[config.mk]
export PLATFORM = sky130hd
export DESIGN_NAME = blink_multi
export DESIGN_NICKNAME = d
export VERILOG_FILES = /design/src/rtl/blink_multi.sv
export SDC_FILE = /design/constraint.sdc
export NUM_CORES = 1
export LEC_CHECK = 0
export ABC_AREA = 1
export CORE_MARGIN = 5
export CORE_UTILIZATION = 35
export CTS_BUF_LIST = sky130_fd_sc_hd__clkbuf_8
export DETAILED_ROUTE_END_ITERATION = 6
export GPL_TIMING_DRIVEN = 1
export PLACE_DENSITY_LB_ADDON = 0.15
export SYNTH_ARGS = -nofsm -noshare
export SYNTH_HDL_FRONTEND = slang
export SYNTH_SLANG_ARGS = --single-unit
[constraint.sdc]
create_clock -name clk -period 5.3 [get_ports clk]
set_input_delay 0.53 -clock clk [delete_from_list [all_inputs] [get_ports clk]]
set_output_delay 0.53 -clock clk [all_outputs]
set_load 0.02 [all_outputs]
[src/rtl/blink_multi.sv]
// Multi-channel LED blinker: shared prescaler tick drives NCH channels in OFF/ON/BLINK/BURST modes.
// Optional phase-sync input is enabled by defining BLINK_SYNC_EN.
module blink_multi #(
  parameter int CBITS = 26,
  parameter int NCH   = 4,
  parameter int HBITS = 8
) (
  input  logic                                    clk,
  input  logic                                    rst,
  input  logic                                    cfg_we,
  input  logic [((NCH > 1) ? $clog2(NCH) : 1)-1:0] cfg_ch,
  input  logic [1:0]                              cfg_mode,
  input  logic [HBITS-1:0]                        cfg_half,
  input  logic [3:0]                              cfg_burst,
`ifdef BLINK_SYNC_EN
  input  logic                                    sync,
`endif
  output logic [NCH-1:0]                          led,
  output logic                                    flg
);

  localparam int CW = (NCH > 1) ? $clog2(NCH) : 1;
  localparam logic [CW:0] NCH_L = (CW+1)'(NCH);

  typedef enum logic [1:0] {
    M_OFF   = 2'b00,
    M_ON    = 2'b01,
    M_BLINK = 2'b10,
    M_BURST = 2'b11
  } mode_t;

  logic [CBITS-1:0] pre;
  logic             tick;
  logic             sync_i;
  logic             wr_ok;

`ifdef BLINK_SYNC_EN
  assign sync_i = sync;
`else
  assign sync_i = 1'b0;
`endif

  assign tick  = (pre == '0);
  assign wr_ok = cfg_we && ({1'b0, cfg_ch} < NCH_L);

  always_ff @(posedge clk) begin
    if (!rst) begin
      pre <= '0;
      flg <= 1'b0;
    end else if (sync_i) begin
      pre <= CBITS'(1);
      flg <= 1'b1;
    end else begin
      pre <= pre + CBITS'(1);
      flg <= tick;
    end
  end

  for (genvar i = 0; i < NCH; i++) begin : g_ch
    mode_t            mode;
    logic [HBITS-1:0] half;
    logic [HBITS-1:0] ph;
    logic [3:0]       burst;
    logic [3:0]       bcnt;
    logic [3:0]       blim;
    logic             gap;
    logic [HBITS+1:0] gcnt;
    logic             lvl;
    logic             hit;

    assign hit  = wr_ok && (cfg_ch == CW'(i));
    assign blim = (burst == 4'd0) ? 4'd1 : burst;

    always_ff @(posedge clk) begin
      if (!rst) begin
        mode  <= M_OFF;
        half  <= '0;
        burst <= '0;
        ph    <= '0;
        bcnt  <= '0;
        gap   <= 1'b0;
        gcnt  <= '0;
        lvl   <= 1'b0;
      end else if (sync_i) begin
        ph   <= '0;
        bcnt <= '0;
        gap  <= 1'b0;
        gcnt <= '0;
        lvl  <= (mode == M_ON);
      end else if (hit) begin
        mode  <= mode_t'(cfg_mode);
        half  <= cfg_half;
        burst <= cfg_burst;
        ph    <= '0;
        bcnt  <= '0;
        gap   <= 1'b0;
        gcnt  <= '0;
        lvl   <= (cfg_mode == M_ON);
      end else if (tick) begin
        case (mode)
          M_BLINK: begin
            if (ph == half) begin
              ph  <= '0;
              lvl <= ~lvl;
            end else begin
              ph <= ph + HBITS'(1);
            end
          end
          M_BURST: begin
            // Gap lasts 4*(half+1) ticks; {half,2'b11} is that count minus one.
            if (gap) begin
              if (gcnt == {half, 2'b11}) begin
                gap  <= 1'b0;
                gcnt <= '0;
                ph   <= '0;
              end else begin
                gcnt <= gcnt + (HBITS+2)'(1);
              end
            end else if (ph == half) begin
              ph  <= '0;
              lvl <= ~lvl;
              if (lvl) begin
                if (bcnt + 4'd1 == blim) begin
                  gap  <= 1'b1;
                  bcnt <= '0;
                end else begin
                  bcnt <= bcnt + 4'd1;
                end
              end
            end else begin
              ph <= ph + HBITS'(1);
            end
          end
          M_ON: begin
            lvl  <= 1'b1;
            ph   <= '0;
            bcnt <= '0;
          end
          default: begin
            lvl  <= 1'b0;
            ph   <= '0;
            bcnt <= '0;
          end
        endcase
      end
    end

    assign led[i] = lvl;
  end

endmodule

==> out/qor.log <==
qor: status.outcome completed
qor: routing.drt_pass1_iterations 7
qor: global_routing.grt.met3_usage 2.881%
qor: clock_tree.clock_tree_from_tritoncts yes
qor: global_routing.global_route.usage.met2 28.71%
qor: die.die_x 184.7 um
qor: worst_setup_path.crit_start_category flop
qor: finish.area.sequential 3583 sq um
qor: synth.netlist-cell-type-count 39
qor: timing.period_share 48.24%
qor: finish.final_cell_area 11690 sq um
qor: flow_run.maxCapViolCount 0
qor: timing.rsz_0062_raised_after_global_routing no
qor: die.num_rows 64
qor: synth.post_synth_inst_count 1726
qor: timing.worst_clock_skew 25.12 ps
qor: worst_setup_path.worst-r2r-cell-count 9
qor: clock_tree.cts_hold_repair.buffers 0
qor: timing.setup_viol 0
qor: worst_setup_path.worst_ep_arrival_time 2920 ps
qor: finish.num-nets-final 1772
qor: clock_tree.clk_pin_slew_worst_paths 110 ps
qor: timing.finalWorstPathRequiredPeriod 2557 ps
qor: finish.layout.cells.most_common_list sky130_fd_sc_hd__nand2_1, sky130_fd_sc_hd__inv_1, sky130_fd_sc_hd__nor2_1
qor: timing.worst-slew-pin-transition 824.1 ps
qor: clock_tree.postCtsResizedCells 0
qor: worst_setup_path.critical_path_required 5660 ps
qor: worst_hold_path.holdCritPathClass flop to flop
qor: synth.postSynth.asyncResetShare 0%
qor: synth.syn-mean-instance-area 6.187 sq um
qor: placed_design.gp_congestion 0.8288
qor: worst_setup_path.regToRegEndpoint g_ch[1].gcnt[3]
qor: global_routing.globalRouteMet1Util 24.23%
qor: finish.fraction_of_final_layout_cells_sized_beyond_drive_strength_1 3.824%
qor: synth.synth_enable_flop_cells 0
qor: synth.dominantRegCellSynth sky130_fd_sc_hd__dfxtp_1
qor: synth.ys.warnings.count 0
qor: clock_tree.cts_htree_levels 4
qor: die.die_h 184.7 um
qor: finish.number_of_diodes_added_for_antenna_fixing 0
qor: clock_tree.clock_path_buffers 2
qor: global_routing.busiest_layer met2
qor: placed_design.place.detailed.hpwl 22.31 mm
qor: worst_setup_path.path_class flop to flop
qor: worst_hold_path.holdCritStartpoint g_ch[0].burst[0]
qor: clock_tree.inserted_clock_buffers 17
qor: finish.postLayoutCoreUtil 38.51%
qor: synth.synth_seq_cells 179
qor: global_routing.initial_antenna_violation_count 0
qor: worst_setup_path.worstSetupEndpointType flop
qor: worst_setup_path.cpMostUsedCell sky130_fd_sc_hd__nand2_1
qor: power_and_ir_drop.static-leakage-power 4.735 nW
qor: clock_tree.cts.root.buffer_cell sky130_fd_sc_hd__clkbuf_8
qor: routing.routed_via_density 4.832
qor: finish.area_growth_syn_to_layout 9.444%
qor: global_routing.grt_util_all_layers 17.61%
qor: die.core-area 30350 sq um
qor: placed_design.placement.io_buffers 23
qor: worst_setup_path.cpMaxStageDelayCell sky130_fd_sc_hd__nor2_4
qor: worst_setup_path.cp_max_fo 17
qor: clock_tree.cts.sink_count 179
qor: worst_setup_path.critPathMaxStageDelay 550 ps
qor: timing.slew_headroom 44.86%
qor: global_routing.globalRouteOverflowTotal 0
qor: die.floorplan.io_pins 24
qor: worst_setup_path.worstReg2RegStart pre[0]
qor: finish.n_fill_cell 3292
qor: worst_hold_path.worstHoldPathCells 2
qor: synth.synthesized_area 10680 sq um
qor: synth.syn_nets 1759
qor: synth.share_of_synthesized_area_occupied_by_flip_flops_and_latches 33.56%
qor: power_and_ir_drop.peak_supply_drop 0.0001821 V
qor: routing.final_wirelength 29.70 mm
qor: power_and_ir_drop.power_density_over_the_cells 246.9 nW/um^2
qor: power_and_ir_drop.totalPowerFinal 0.002885 W
qor: routing.ant_nets 0
qor: finish.layout.cells.most_common sky130_fd_sc_hd__nand2_1
qor: worst_setup_path.r2r_setup_slack 2740 ps
qor: timing.final-hold-violation-count 0
qor: placed_design.placedInstanceArea 11270 sq um
qor: worst_setup_path.timing.critical_path.buf_inv 1
qor: global_routing.largest_net_degree_at_the_start_of_global_routing 65
qor: worst_setup_path.crit_chain inv_1, ha_1, nand2_1, nor2_1, nand4_1, nor2_4, nand2_1, o21ai_0, nor3b_1
qor: clock_tree.postcts_setup_bufs 0
qor: timing.timing.setup.tns 0 ps
qor: global_routing.first_pass_grt_wire_length 48.70 mm
qor: routing.wl_per_cell 13.83 um
qor: worst_hold_path.sink_of_the_worst_hold_path g_ch[0].burst[0]
qor: die.fp.dieArea 34100 sq um
qor: timing.timing.final.max_slew_violations 0
qor: die.initial_core_util 35.19%
qor: clock_tree.clock_latency 490 ps
qor: global_routing.via_count_of_the_first_global_routing_pass 9577
qor: routing.drcViolationCount 0
qor: worst_setup_path.cp_top_family simple AND/OR/NAND/NOR gates
qor: timing.max_freq 391.1 MHz
qor: routing.via_count 10380
qor: finish.area_of_the_multi_input_gates 6038 sq um
qor: routing.drtIter0Drc 630
## metrics by stage
stage               cells  hold WS [ps]  setup slack, ps
CTS                  2148         472.8             2710
floorplan            1726         429.7             3547
global route         2148         497.0             2511
finish               2148         472.3             2743
global placement     2116         451.0             2373
detailed placement   2116         456.4             2364
## sequential cells by signal (all words and copies together), names as in the netlist
signal and flops:
g_ch.lvl 4, g_ch.gap 4, g_ch.mode 8, pre 26, g_ch.gcnt 40, g_ch.bcnt 16
g_ch.burst 16, g_ch.ph 32, flg 1, g_ch.half 32
## where the power goes
group / internal, W / switching, W / total, W
combinational: 0.000140 / 0.000295 / 0.000434
clock: 0.000471 / 0.000549 / 0.00102
sequential: 0.00139 / 0.0000455 / 0.00143
## layer usage
metal / share of wire [%] / vias up
met3: 3.1 / 30
met1: 50 / 4666
met4: 1.8 / 0
li1: - / 5523
met2: 45 / 160
met5: 0 / -
## cell families (layout without fill, tap and decap cells)
kind of cell    count (synthesis)  after routing  synth area share [%]
simple gates                  994            994                 40.33
buf+inv                       274            300                 9.900
flops                         179            179                 33.56
fa+ha+maj                      14             14                 1.640
compound gates                209            209                 9.982
xor+xnor                       56             56                 4.593
## how the worst max path moves through the flow
stage / from / end / slack [ps] / cells after the start
floorplan: pre[0] / g_ch[2].ph[3] / 3550 / 12
global placement: cfg_ch[1] / g_ch[0].lvl / 2370 / 7
detailed placement: cfg_ch[1] / g_ch[0].lvl / 2360 / 7
CTS: pre[0] / g_ch[1].gcnt[3] / 2710 / 9
global route: pre[0] / g_ch[2].gcnt[3] / 2510 / 9
finish: pre[0] / g_ch[1].gcnt[3] / 2740 / 9
## tightest hold or removal path, delay by kind of cell (launching register included)
kind,cells,cell delay [ps]
AOI/OAI and AO/OA,1,60
buffers and inverters,1,70
DFF,1,310
## layout make-up
type,count,share of cell area [%]
multi-input cells,1273,51.66
well taps,396,4.239
clock buffers,17,2.002
repair buffers,26,2.120
flip-flops and latches,179,30.66
clock inverters,15,1.542
inverters,242,7.772
## Yosys cell counts, types with 3 or more instances
| master | number | area (sq um) |
|---|---|---|
| sky130_fd_sc_hd__a21oi_1 | 123 | 615.6 |
| sky130_fd_sc_hd__and2_1 | 4 | 25.02 |
| sky130_fd_sc_hd__buf_1 | 3 | 11.26 |
| sky130_fd_sc_hd__buf_2 | 4 | 20.02 |
| sky130_fd_sc_hd__buf_4 | 4 | 30.03 |
| sky130_fd_sc_hd__clkbuf_1 | 19 | 71.32 |
| sky130_fd_sc_hd__dfxtp_1 | 179 | 3583 |
| sky130_fd_sc_hd__ha_1 | 14 | 175.2 |
| sky130_fd_sc_hd__inv_1 | 237 | 889.6 |
| sky130_fd_sc_hd__inv_2 | 5 | 18.77 |
| sky130_fd_sc_hd__nand2_1 | 496 | 1862 |
| sky130_fd_sc_hd__nand2_2 | 6 | 37.54 |
| sky130_fd_sc_hd__nand3_1 | 127 | 635.6 |
| sky130_fd_sc_hd__nand3b_1 | 9 | 67.56 |
| sky130_fd_sc_hd__nand4_1 | 51 | 319.1 |
| sky130_fd_sc_hd__nor2_1 | 224 | 840.8 |
| sky130_fd_sc_hd__nor2_2 | 6 | 37.54 |
| sky130_fd_sc_hd__nor2_4 | 3 | 33.78 |
| sky130_fd_sc_hd__nor3_1 | 41 | 205.2 |
| sky130_fd_sc_hd__nor3_2 | 4 | 40.04 |
| sky130_fd_sc_hd__nor3_4 | 3 | 48.80 |
| sky130_fd_sc_hd__nor3b_1 | 9 | 67.56 |
| sky130_fd_sc_hd__nor4_1 | 4 | 25.02 |
| sky130_fd_sc_hd__o21ai_0 | 75 | 375.4 |
| sky130_fd_sc_hd__xnor2_1 | 25 | 219.0 |
| sky130_fd_sc_hd__xor2_1 | 31 | 271.5 |
Power figures use the tool's default switching activity.
